[src/rtl/alu_arbiter.sv]
// alu_arbiter: round-robin sharing of one combinational ALU among NUM_REQ lanes.
// Defining ALU_ARB_STATS_EN adds the stat_ops/stat_stall counters.
`ifndef DATA_WIDTH
`define DATA_WIDTH 16
`endif

module alu_arbiter #(
  parameter int NUM_REQ    = 4,
  parameter int DATA_WIDTH = `DATA_WIDTH
) (
  input  logic                          clk,
  input  logic                          rst_n,
  input  logic [NUM_REQ-1:0]            req_valid,
  output logic [NUM_REQ-1:0]            req_ready,
  input  logic [4*NUM_REQ-1:0]          req_opcode,
  input  logic [DATA_WIDTH*NUM_REQ-1:0] req_operand_a,
  input  logic [DATA_WIDTH*NUM_REQ-1:0] req_operand_b,
  output logic [3:0]                    alu_opcode,
  output logic [DATA_WIDTH-1:0]         alu_operand_a,
  output logic [DATA_WIDTH-1:0]         alu_operand_b,
  input  logic [DATA_WIDTH-1:0]         alu_result,
  input  logic                          alu_cmp_flag,
  output logic                          resp_valid,
  input  logic                          resp_ready,
  output logic [$clog2(NUM_REQ)-1:0]    resp_id,
  output logic [DATA_WIDTH-1:0]         resp_result,
  output logic                          resp_cmp_flag,
  output logic                          busy
`ifdef ALU_ARB_STATS_EN
  ,output logic [15:0]                  stat_ops,
  output logic [15:0]                   stat_stall
`endif
);
  localparam int ID_W = $clog2(NUM_REQ);
  typedef enum logic [1:0] {IDLE, ISSUE, RESP} state_t;
  state_t state, state_nx;
  logic [ID_W-1:0] last_grant, grant_idx, winner, cand;
  logic found, accept;
  // Scan downward so the lane nearest after last_grant is the last one written.
  always_comb begin
    winner = '0;
    found = 1'b0;
    cand = '0;
    for (int k = NUM_REQ; k >= 1; k--) begin
      cand = ID_W'((int'(last_grant) + k) % NUM_REQ);
      if (req_valid[cand]) begin
        winner = cand;
        found = 1'b1;
      end
    end
  end
  assign accept = (state == IDLE) && found;
  assign busy = state != IDLE;
  always_comb begin
    req_ready = '0;
    if (accept) req_ready[winner] = 1'b1;
  end
  always_comb begin
    state_nx = state;
    case (state)
      IDLE:    state_nx = accept ? ISSUE : IDLE;
      ISSUE:   state_nx = RESP;
      default: state_nx = resp_ready ? IDLE : RESP;
    endcase
  end
  always_ff @(posedge clk) begin
    if (!rst_n) begin
      state <= IDLE;
      last_grant <= ID_W'(NUM_REQ - 1);
      grant_idx <= '0;
      alu_opcode <= '0;
      alu_operand_a <= '0;
      alu_operand_b <= '0;
      resp_valid <= 1'b0;
      resp_id <= '0;
      resp_result <= '0;
      resp_cmp_flag <= 1'b0;
    end else begin
      state <= state_nx;
      if (accept) begin
        alu_opcode <= req_opcode[winner*4 +: 4];
        alu_operand_a <= req_operand_a[winner*DATA_WIDTH +: DATA_WIDTH];
        alu_operand_b <= req_operand_b[winner*DATA_WIDTH +: DATA_WIDTH];
        grant_idx <= winner;
      end
      if (state == ISSUE) begin
        resp_result <= alu_result;
        resp_cmp_flag <= alu_cmp_flag;
        resp_id <= grant_idx;
        resp_valid <= 1'b1;
      end
      if (state == RESP && resp_ready) begin
        resp_valid <= 1'b0;
        last_grant <= resp_id;
      end
    end
  end
`ifdef ALU_ARB_STATS_EN
  always_ff @(posedge clk) begin
    if (!rst_n) begin
      stat_ops <= '0;
      stat_stall <= '0;
    end else begin
      if (state == RESP && resp_ready) stat_ops <= stat_ops + 16'd1;
      if (|req_valid && !accept) stat_stall <= stat_stall + 16'd1;
    end
  end
`endif
endmodule

[config.mk]
export PLATFORM = sky130hd
export DESIGN_NAME = alu_arbiter
export DESIGN_NICKNAME = d
export VERILOG_FILES = /design/src/rtl/alu_arbiter.sv
export SDC_FILE = /design/constraint.sdc
export NUM_CORES = 1
export LEC_CHECK = 0
export BUFFER_PORTS_ARGS = -buffer_cell sky130_fd_sc_hd__buf_2
export CAP_MARGIN = 20
export CORE_UTILIZATION = 47
export CTS_BUF_LIST = sky130_fd_sc_hd__clkbuf_8
export DETAILED_ROUTE_END_ITERATION = 10
export PLACE_DENSITY_LB_ADDON = 0.1
export SKIP_CTS_REPAIR_TIMING = 1
export SLEW_MARGIN = 25
export SYNTH_ARGS = -nofsm -noshare
export SYNTH_HDL_FRONTEND = slang
export SYNTH_SLANG_ARGS = --single-unit
export TNS_END_PERCENT = 5
[constraint.sdc]
create_clock -name clk -period 2.3 [get_ports clk]
set_input_delay 0.115 -clock clk [delete_from_list [all_inputs] [get_ports clk]]
set_output_delay 0.115 -clock clk [all_outputs]
set_load 0.005 [all_outputs]
Yosys cells after proc, flatten, opt, wreduce, memory -nomap -nowiden
Cells that the tools add are included.
{"block": "totals", "wordCells": 54, "output_inout_bits": 61, "input_bits": 168, "reg_bits": 62}
{"block": "classes", "n_eq_ne": 2, "n_addsub": 4, "bitwise_logic": 1, "reduce_logical": 6, "order_cmp": 6, "muxes": 22, "shifts": 3}
{"cell": "64-bit by 7-bit variable part select with 16-bit output", "count": 2}
{"cell": "16-bit by 5-bit variable part select with 4-bit output", "count": 1}
{"cell": "2-bit by 3-bit < comparator with 1-bit output (second input constant)", "count": 5}
{"cell": "1-bit two-way mux", "count": 10}
{"cell": "2-bit two-way mux", "count": 5}
{"cell": "1-bit binary-select mux with 2-bit select", "count": 4}
{"cell": "2-bit by 1-bit adder with 2-bit output (second input constant)", "count": 2}
{"cell": "2-bit adder (second input constant)", "count": 2}
{"cell": "4-bit two-way mux", "count": 1}
{"cell": "2-bit case mux with 2 select lines", "count": 1}
{"cell": "1-bit logical AND", "count": 3}
{"cell": "1-bit demux with 2-bit select", "count": 1}
{"cell": "2-bit by 1-bit == test with 1-bit output (second input constant)", "count": 1}
{"cell": "2-bit == test (second input constant)", "count": 1}
{"cell": "2-bit by 1-bit >= comparator with 1-bit output (second input constant)", "count": 1}
{"cell": "2-bit logical NOT", "count": 1}
{"cell": "2-bit nonzero test", "count": 1}
{"cell": "2-bit OR reduction", "count": 1}
{"cell": "1-bit NOT", "count": 1}

Longest topological paths before layout
Gate-level depths: netlist of the first run.
{"block": "logic_depth", "ltp_word": 12, "ltp_mapped": 8, "mapped_depth_nobuf": 5}

Worst setup path after synthesis of the first run
No wires, ideal clock.
{"block": "synth_timing", "path_type": "reg-to-reg", "start": "register last_grant[1]", "end": "register alu_operand_a[2]", "synth_period_minus_slack_ns": 1.597, "stages_incl_launch_ff": 8, "n_path_buf": 2, "setup_ns": 0.128, "slack_ns": 0.703, "required_time_ns": 2.172, "t_arrival_ns": 1.469, "path_cell_list": "dfxtp_1 -> buf_6 -> mux2i_4 -> o22ai_4 -> a21o_1 -> buf_4 -> a211oi_1 -> a211oi_2"}
{"block": "synth_via", "elab_chain_cells": 8, "elab_cells_between_ends": 22, "classes_between": "add/sub: 4; shift: 1; mux: 16; reduce/logical: 1"}
{"item": "from (decl)", "line": "37", "rtl": "logic [ID_W-1:0] last_grant, grant_idx, winner, cand;"}
{"item": "from (signal assigned)", "line": "69", "rtl": "last_grant <= ID_W'(NUM_REQ - 1);"}
{"item": "from (signal assigned)", "line": "94", "rtl": "last_grant <= resp_id;"}
{"item": "2-bit by 1-bit adder with 2-bit output", "line": "45", "rtl": "cand = ID_W'((int'(last_grant) + k) % NUM_REQ);"}
{"item": "1-bit binary-select mux with 2-bit select", "line": "46", "rtl": "if (req_valid[cand]) begin"}
{"item": "1-bit two-way mux (not written as such)", "line": "46"}
{"item": "2-bit two-way mux / 1-bit two-way mux (equally long branches) (4 in a row)", "line": "46"}
{"item": "64-bit by 7-bit variable part select with 16-bit output / 1-bit logical AND (equally long branches)", "line": "82, 52"}
{"item": "to (signal assigned)", "line": "82", "rtl": "alu_operand_a <= req_operand_a[winner*DATA_WIDTH +: DATA_WIDTH];"}
{"item": "to (decl)", "line": "19", "rtl": "output logic [DATA_WIDTH-1:0] alu_operand_a,"}
Parallel ways exist; a longest one is shown, timed or not. The select of a mux whose other input is x is not followed.
A chain may end at the register's enable or synchronous reset.

Worst setup path after layout of the first run
{"block": "layout_timing", "start": "register last_grant[1]", "end": "output req_ready[1]"}
{"block": "layout_via", "elab_chain_cells": 12, "elab_cells_between_ends": 27, "classes_between": "add/sub: 4; order compare: 2; mux: 19; reduce/logical: 2"}
{"item": "2-bit by 1-bit adder with 2-bit output", "line": "45"}
{"item": "1-bit binary-select mux with 2-bit select", "line": "46"}
{"item": "1-bit two-way mux (not written as such)", "line": "46"}
{"item": "2-bit two-way mux (4 in a row)", "line": "46"}
{"item": "2-bit by 3-bit < comparator with 1-bit output (not written as such) / 2-bit by 1-bit >= comparator with 1-bit output (equally long branches)", "line": "56", "rtl": "if (accept) req_ready[winner] = 1'b1;"}
{"item": "1-bit logical AND (not written as such)", "line": "56"}
{"item": "1-bit two-way mux (not written as such)", "line": "56"}
{"item": "1-bit demux with 2-bit select", "line": "56"}
{"item": "4-bit two-way mux (*)", "line": "56"}
{"item": "to (decl)", "line": "14", "rtl": "output logic [NUM_REQ-1:0] req_ready,"}
Mark *: on every way between the ends. The rest lies on a longest branch, timed or not. The select of a mux whose other input is x is not followed.

==> flow_summary.json, run 1 <==
{
  "cell_family_contributing_the_most_delay_on_the_critical_path": "compound AO/OA/AOI/OAI gates",
  "grt_setup_unrepaired": "false",
  "timing.hold.worst.class": "primary input to register",
  "relSlewSlack": 0.537,
  "path_cells": "mux2i_4 -> o22ai_4 -> a21oi_4 -> buf_12 -> nor3_1 -> buf_2",
  "max-cap-violations": 0,
  "report.final.hold_viol_count": 0,
  "htree_levels": 3,
  "numCtsBuffers": 9,
  "drt-pass1-iter-count": 4,
  "hold_path_end": "resp_result[4]$_SDFFE_PN0P_",
  "critical_path.max_fanout": 20,
  "final.period_utilization": 0.942,
  "post_synth_xor_area_fraction": 0,
  "setup.worst_path.class": "register to primary output",
  "yosysSeqAreaShare": 0.357,
  "reg2reg_from": "last_grant[1]$_SDFFE_PN1P_",
  "dpl_wire_length_mm": 7.63,
  "detail_routed_net_length_per_standard_cell_um": 14.6,
  "antenna_violation_net_count_after_detailed_routing": 0,
  "layout-drive-gt1-share": 0.469,
  "dieWidth_um": 88.0,
  "synth-compound-area-share": 0.279,
  "clock-sinks": 62,
  "post_synth.cell_area_avg_um2": 9.22,
  "grt.busiest_layer": "met2",
  "power.density_mw_per_mm2": 679,
  "standard_cell_rows": 30,
  "clock_tree.root_cell": "sky130_fd_sc_hd__clkbuf_8",
  "whs_path_depth": 3,
  "worst_vdd_rail_ir_drop_uv": 418,
  "detailroute.via_count": 3705,
  "final_nets": 764,
  "overflow": 0,
  "post_synth_and_or_nand_nor_area_fraction": 0.116,
  "reg2reg_to": "alu_operand_b[15]$_SDFFE_PN0P_",
  "run_status": "complete, no violations",
  "yosys-mux-area-fraction": 0.165,
  "adder_and_majority_cell_fraction_of_the_synthesized_area": 0,
  "grt_pass1_wl_mm": 16.0,
  "num_io_pins": 229,
  "fmax_ghz": 0.462,
  "ys_types": 37,
  "layout.cell_area.non_filler_mm2": 0.00488,
  "final.setup_skew_ps": 15.0,
  "dpl-instance-area_mm2": 0.00465,
  "cpPeakStageDelay_ps": 470,
  "drc": 0,
  "grt_use_total": 0.265,
  "regToRegSetupSlack_ps": 420,
  "finish.cell_count_without_fillers": 697,
  "synth_fp_nets": 545,
  "dr.first_iter.drc_count": 144,
  "full_die_area_mm2": 0.00774,
  "first_global_vias": 3649,
  "die_height_um": 88.0,
  "worst-slew-pin-transition_ps": 695,
  "holdWs_ps": 15.9,
  "crit_buf_inv": 2,
  "gp_routability_congestion": 0.836,
  "required_ps": 2180,
  "p_leak_nw": 2.37,
  "global_route.usage.met3": 0.0518,
  "syn-instance-count": 377,
  "synth-edff-count": 0,
  "min_tclk_post_route_ps": 2170,
  "clockBufferDepth": 2,
  "grt_max_degree": 62,
  "synth.ff_latch_count": 62,
  "drt-total-wl_mm": 10.2,
  "portBuffers": 228,
  "placed_cells_incl_taps": 681,
  "setup_viol": 0,
  "cts_tree": "done",
  "syn_to_final_growth_pct": 40.3,
  "reg2regPathDepth": 5,
  "critical_path_data_arrival_time_ps": 2050,
  "grt_util_met2": 0.465,
  "clock_latency_ps": 340,
  "synth_top_family_by_area": "compound AO/OA/AOI/OAI gates",
  "yosys_warnings": 0,
  "synthesis.area_mm2": 0.00348,
  "slowest_stage": "sky130_fd_sc_hd__o22ai_4",
  "critical_path.endpoint_type": "primary output",
  "antenna_cells": 0,
  "crit_path_start_kind": "register",
  "core_mm2": 0.00698,
  "holdCritStartpoint": "alu_result[4]",
  "async_flop_share": 0,
  "met1_usage": 0.314,
  "worst_setup_hold_path_clk_slew_ps": 80,
  "floorplan.initialDensity": 0.498,
  "number_of_antenna_violations_at_the_first_check_in_global_routing": 0,
  "dominantRegCellSynth": "sky130_fd_sc_hd__dfxtp_1",
  "via_per_inst": 5.32,
  "slew_violations": 0
}
flip-flops by register name (all words and copies together), names as in the netlist:
signal / count
alu_operand_a: 16
alu_operand_b: 16
resp_result: 16
alu_opcode: 4
grant_idx: 2
last_grant: 2
resp_id: 2
state: 2
resp_cmp_flag: 1
resp_valid: 1
stage by stage:
step	setup slack, ps	total power, mW	util	TNS, ps
after global placement	382	2.21	0.666	0
final	134	3.31	0.699	0
after CTS	-0.441	3.33	0.698	-0.441
after floorplan	703	1.84	-	0
after global routing	30.2	3.49	0.699	0
after detailed placement	322	2.23	0.666	0
worst register-to-register path, cell delays in order, from the launching register on:
cell,delay [ps]
sky130_fd_sc_hd__dfxtp_2,380
sky130_fd_sc_hd__mux2i_4,210
sky130_fd_sc_hd__o22ai_4,470
sky130_fd_sc_hd__a21oi_4,80
sky130_fd_sc_hd__nand2_2,400
sky130_fd_sc_hd__o221ai_1,200
where the power goes:
part	internal, mW	total [mW]	switching (mW)
Combinational	0.439	0.916	0.477
Clock	0.626	1.11	0.484
Sequential	1.21	1.28	0.0723
logic make-up after synthesis:
group                  after synthesis
AOI/OAI and AO/OA                  119
and+or+nand+nor                     87
DFF                                 62
muxes                               56
buffers and inverters               53
cell type report:
| cell class | count | area (um2) |
|---|---|---|
| well taps | 96 | 120 |
| multi-input cells | 262 | 1950 |
| clock inverters | 7 | 103 |
| repair buffers | 242 | 1270 |
| flip-flops and latches | 62 | 1240 |
| inverters | 19 | 71.3 |
| clock buffers | 9 | 124 |
| fillers | 584 | 2100 |
synth_stat cells, types with 2 or more instances:
| cell type | instances | share of area |
|---|---|---|
| sky130_fd_sc_hd__dfxtp_1 | 62 | 0.36 |
| sky130_fd_sc_hd__mux2i_1 | 55 | 0.16 |
| sky130_fd_sc_hd__a211oi_1 | 48 | 0.10 |
| sky130_fd_sc_hd__nand2_1 | 45 | 0.049 |
| sky130_fd_sc_hd__nand3_1 | 21 | 0.030 |
| sky130_fd_sc_hd__a21boi_0 | 20 | 0.043 |
| sky130_fd_sc_hd__o21ai_0 | 20 | 0.029 |
| sky130_fd_sc_hd__inv_1 | 18 | 0.019 |
| sky130_fd_sc_hd__clkbuf_1 | 17 | 0.018 |
| sky130_fd_sc_hd__buf_6 | 10 | 0.032 |
| sky130_fd_sc_hd__o221ai_2 | 10 | 0.043 |
| sky130_fd_sc_hd__o221ai_1 | 9 | 0.023 |
| sky130_fd_sc_hd__nor2_1 | 6 | 0.0065 |
| sky130_fd_sc_hd__buf_2 | 4 | 0.0058 |
| sky130_fd_sc_hd__a211oi_2 | 3 | 0.011 |
| sky130_fd_sc_hd__buf_4 | 3 | 0.0065 |
| sky130_fd_sc_hd__a21o_1 | 2 | 0.0043 |
| sky130_fd_sc_hd__and3_1 | 2 | 0.0036 |
| sky130_fd_sc_hd__nand2b_1 | 2 | 0.0036 |
| sky130_fd_sc_hd__nor2b_1 | 2 | 0.0036 |
| sky130_fd_sc_hd__nor3_1 | 2 | 0.0029 |
per-layer routing:
layer | wire length (um) | up-vias
met5 | 0 | -
met4 | 231 | 0
met3 | 613 | 21
met2 | 5120 | 153
met1 | 4240 | 1697
li1 | - | 1834
worst max path at each step:
stage                                     startpoint                             end  cells past startpoint
after floorplan           last_grant[1]$_SDFFE_PN1P_   alu_operand_a[2]$_SDFFE_PN0P_                      7
after global placement    last_grant[1]$_SDFFE_PN1P_  alu_operand_a[14]$_SDFFE_PN0P_                      5
after detailed placement  last_grant[1]$_SDFFE_PN1P_   alu_operand_b[2]$_SDFFE_PN0P_                      5
after CTS                 last_grant[1]$_SDFFE_PN1P_                    req_ready[0]                      6
after global routing      last_grant[1]$_SDFFE_PN1P_                    req_ready[1]                      6
final                     last_grant[1]$_SDFFE_PN1P_                    req_ready[1]                      6
layout by cell type, fill, tap and decap left out, drive strengths merged:
master,instances
a211o,1
a211oi,51
a21boi,20
a21o,2
a21oi,2
and2,1
and3,2
buf,242
bufinv,2
clkbuf,9
clkinv,1
clkinvlp,1
dfxtp,62
inv,22
mux2i,56
nand2,47
nand2b,2
nand3,21
nand4b,1
nor2,7
nor2b,2
nor3,2
o211a,1
o21ai,21
o221ai,19
o22a,1
o22ai,1
or2,2
Power figures use the tool's default switching activity.
==> run 2, diff against run 1 <==
BUFFER_PORTS_ARGS = default   (was -buffer_cell sky130_fd_sc_hd__buf_2)
CORE_AREA = 2 2 88 90   (was default)
CORE_UTILIZATION = default   (was 47)
CTS_CLUSTER_DIAMETER = 80   (was default)
DIE_AREA = 0 0 90 92   (was default)
DONT_BUFFER_PORTS = 1   (was default)
HOLD_SLACK_MARGIN = 0.1   (was default)
==> run 2 against run 1 <==
  * The flow now stops in global routing (5_1_grt)
  * Area after synthesis stayed put
  * Synthesized cell count stayed put
==> flow_summary.json, run 2 <==
{
  "run_status": "did not finish",
  "floorplan.initialDensity": 0.467,
  "post_synth_and_or_nand_nor_area_fraction": 0.116,
  "dieWidth_um": 90,
  "synth-compound-area-share": 0.279,
  "synth_area_leader_cell": "sky130_fd_sc_hd__dfxtp_1",
  "failed_stage": "global routing (5_1_grt)",
  "post-synth-top-area-fraction": 0.357,
  "synth_area_leaders": "sky130_fd_sc_hd__dfxtp_1 36%, sky130_fd_sc_hd__mux2i_1 16%, sky130_fd_sc_hd__a211oi_1 10%, sky130_fd_sc_hd__nand2_1 4.9%, sky130_fd_sc_hd__a21boi_0 4.3%",
  "post_synth_xor_area_fraction": 0,
  "error": "[ERROR RSZ-0060] Max buffer count reached.",
  "dpl_wire_length_mm": 6.46,
  "gp_routability_congestion": 0.787,
  "synth.top_cells.by_count": "62 x sky130_fd_sc_hd__dfxtp_1, 55 x sky130_fd_sc_hd__mux2i_1, 48 x sky130_fd_sc_hd__a211oi_1, 45 x sky130_fd_sc_hd__nand2_1, 21 x sky130_fd_sc_hd__nand3_1",
  "synth_top_family_by_area": "compound AO/OA/AOI/OAI gates",
  "portBuffers": 0,
  "htree_levels": 3,
  "dominantRegCellSynth": "sky130_fd_sc_hd__dfxtp_1",
  "yosysSeqAreaShare": 0.357,
  "clockBufferDepth": 2,
  "adder_and_majority_cell_fraction_of_the_synthesized_area": 0,
  "yosys-mux-area-fraction": 0.165,
  "num_io_pins": 229,
  "syn-instance-count": 377,
  "die_height_um": 92,
  "async_flop_share": 0,
  "yosysMostFrequentCell": "sky130_fd_sc_hd__dfxtp_1",
  "ys_types": 37,
  "placed_cells_incl_taps": 455,
  "worstEpCategory": "primary output",
  "synth-edff-count": 0,
  "yosys_warnings": 0,
  "synth.ff_latch_count": 62,
  "timing.grt.repair.worst_endpoint": "req_ready[1]",
  "synth_fp_nets": 545,
  "standard_cell_rows": 32,
  "grt_max_degree": 63,
  "synthesis.area_mm2": 0.00348,
  "clock_tree.root_cell": "sky130_fd_sc_hd__clkbuf_8",
  "clock-sinks": 62,
  "numCtsBuffers": 9,
  "post_synth.cell_area_avg_um2": 9.22
}
[run 2: cell counts after synthesis]
No cell type changed its count.
[run 2: kinds of logic after synthesis]
group / Yosys count
AO/OA/AOI/OAI: 119
AND/OR/NAND/NOR: 87
flip-flops: 62
multiplexers: 56
buffers and inverters: 53
[run 2: through the flow]
| step | util | area, um2 | setup slack (ps) | hold WS [ps] |
|---|---|---|---|---|
| after floorplan | - | 3480 | 703 | 260 |
| after global placement | 0.466 | 3470 | 127 | 197 |
| after detailed placement | 0.466 | 3470 | 56.0 | 201 |
| after CTS | 0.497 | 3700 | -43.4 | -156 |
==> run 3, diff against run 2 <==
CORE_AREA = default   (was 2 2 88 90)
CORE_UTILIZATION = 40   (was default)
CTS_BUF_LIST = default   (was sky130_fd_sc_hd__clkbuf_8)
CTS_CLUSTER_DIAMETER = default   (was 80)
DIE_AREA = default   (was 0 0 90 92)
HOLD_SLACK_MARGIN = default   (was 0.1)
PLACE_DENSITY_LB_ADDON = 0.15   (was 0.1)
==> run 3 against run 2 <==
  * The run now ends clean
==> flow_summary.json, run 3 (synthesis results as in run 1) <==
{
  "antenna_cells": 0,
  "required_ps": 2180,
  "htree_levels": 3,
  "drt-total-wl_mm": 9.60,
  "setup.worst_path.class": "register to primary output",
  "overflow": 0,
  "registers_with_the_most_flip_flops": "alu_operand_a x16, alu_operand_b x16, resp_result x16",
  "drc": 0,
  "dr.first_iter.drc_count": 127,
  "via_per_inst": 5.94,
  "syn_to_final_growth_pct": 15.2,
  "slowest_stage": "sky130_fd_sc_hd__o22ai_4",
  "critical_path_data_arrival_time_ps": 1960,
  "cpPeakStageDelay_ps": 470,
  "clock_latency_ps": 330,
  "full_die_area_mm2": 0.00907,
  "worst_setup_hold_path_clk_slew_ps": 80,
  "first_global_vias": 2829,
  "cell_family_contributing_the_most_delay_on_the_critical_path": "compound AO/OA/AOI/OAI gates",
  "timing.setup.tns_ps": 0,
  "detailroute.via_count": 2972,
  "path_cells": "mux2i_4 -> o22ai_4 -> a21oi_4 -> buf_12 -> nor3_1",
  "timing.final.ws_setup_ps": 220,
  "cts_tree": "done",
  "layout-drive-gt1-share": 0.127,
  "max-cap-violations": 0,
  "num_io_pins": 229,
  "antenna_violation_net_count_after_detailed_routing": 0,
  "combined_area_of_the_multi_input_logic_cells_mm2": 0.00195,
  "setup_viol": 0,
  "standard_cell_rows": 33,
  "sequential_cell_area_mm2": 0.00124,
  "run_status": "complete, no violations",
  "most-common-layout-cells": "62 x sky130_fd_sc_hd__dfxtp_1, 55 x sky130_fd_sc_hd__mux2i_1, 48 x sky130_fd_sc_hd__a211oi_1",
  "grt.busiest_layer": "met2",
  "crit_buf_inv": 1,
  "clockBufferDepth": 2,
  "min_tclk_post_route_ps": 2080,
  "final_nets": 558,
  "fmax_ghz": 0.481,
  "report.final.hold_viol_count": 0,
  "dieWidth_um": 95.2,
  "layout.cells.most_common": "sky130_fd_sc_hd__dfxtp_1",
  "post-route-util": 0.483,
  "n_fill_cell": 785,
  "grt_util_met2": 0.345,
  "dpl_wire_length_mm": 6.52,
  "numCtsBuffers": 9,
  "placed_cells_incl_taps": 458,
  "power.density_mw_per_mm2": 788,
  "number_of_antenna_violations_at_the_first_check_in_global_routing": 0,
  "drt-pass1-iter-count": 4,
  "grt_use_total": 0.204,
  "worst-slew-pin-transition_ps": 733,
  "worst_vdd_rail_ir_drop_uv": 252,
  "final.period_utilization": 0.904,
  "finish.cell_count_without_fillers": 500,
  "detail_routed_net_length_per_standard_cell_um": 19.2,
  "grt_pass1_wl_mm": 14.0,
  "dpl_worst_slack_ps": -27.5,
  "clock-sinks": 62,
  "slew_violations": 0,
  "final.setup_skew_ps": 9.84,
  "grt_max_degree": 63,
  "clock_tree.root_cell": "sky130_fd_sc_hd__clkbuf_8",
  "core_mm2": 0.00830,
  "timing.hold.worst.class": "primary input to register",
  "die_height_um": 95.2,
  "portBuffers": 0,
  "crit_path_start_kind": "register",
  "floorplan.initialDensity": 0.419,
  "relSlewSlack": 0.511,
  "p_leak_nw": 1.51,
  "global_route.usage.met3": 0.0630,
  "gp_routability_congestion": 0.733,
  "grt_setup_unrepaired": "false",
  "critical_path.max_fanout": 19,
  "critical_path.endpoint_type": "primary output",
  "met1_usage": 0.242
}
==> run 3: layout make-up <==
class / count / share of cell area
Clock buffer: 10 / 0.0319
Clock inverter: 6 / 0.0272
Inverter: 19 / 0.0178
Multi-Input combinational cell: 262 / 0.486
Sequential cell: 62 / 0.310
Tap cell: 105 / 0.0328
Timing Repair Buffer: 36 / 0.0943
==> run 3: final timing paths <==
path	from	end	slack, ps	cells after the start
setup reg to reg	last_grant[1]$_SDFFE_PN1P_	alu_operand_a[14]$_SDFFE_PN0P_	230	5
setup / recovery	last_grant[1]$_SDFFE_PN1P_	req_ready[1]	220	5
hold / removal	req_operand_b[6]	alu_operand_b[6]$_SDFFE_PN0P_	7	2
hold reg to reg	grant_idx[0]$_SDFFE_PN0P_	resp_id[0]$_SDFFE_PN0P_	470	2
==> run 3: where the power goes <==
part	internal, mW	total [mW]	switching, mW
Sequential	1.21	1.32	0.110
Combinational	0.283	0.659	0.377
Clock	0.721	1.17	0.452
Total	2.22	3.16	0.939
==> run 3: stage by stage <==
step / hold slack (ps) / power [mW] / cell area [um2]
finish: 7.25 / 3.16 / 4010
global route: -1.16 / 3.33 / 4010
CTS: -160 / 3.14 / 3730
detailed placement: 201 / 1.96 / 3490
global placement: 200 / 1.94 / 3490
floorplan: 260 / 1.84 / 3480
==> run 3: routing by layer <==
| layer | wire length [um] | up-vias | share of wire |
|---|---|---|---|
| li1 | - | 1428 | - |
| met1 | 3900 | 1398 | 0.41 |
| met2 | 4790 | 133 | 0.50 |
| met3 | 741 | 13 | 0.077 |
| met4 | 170 | 0 | 0.018 |
| met5 | 0 | - | 0 |
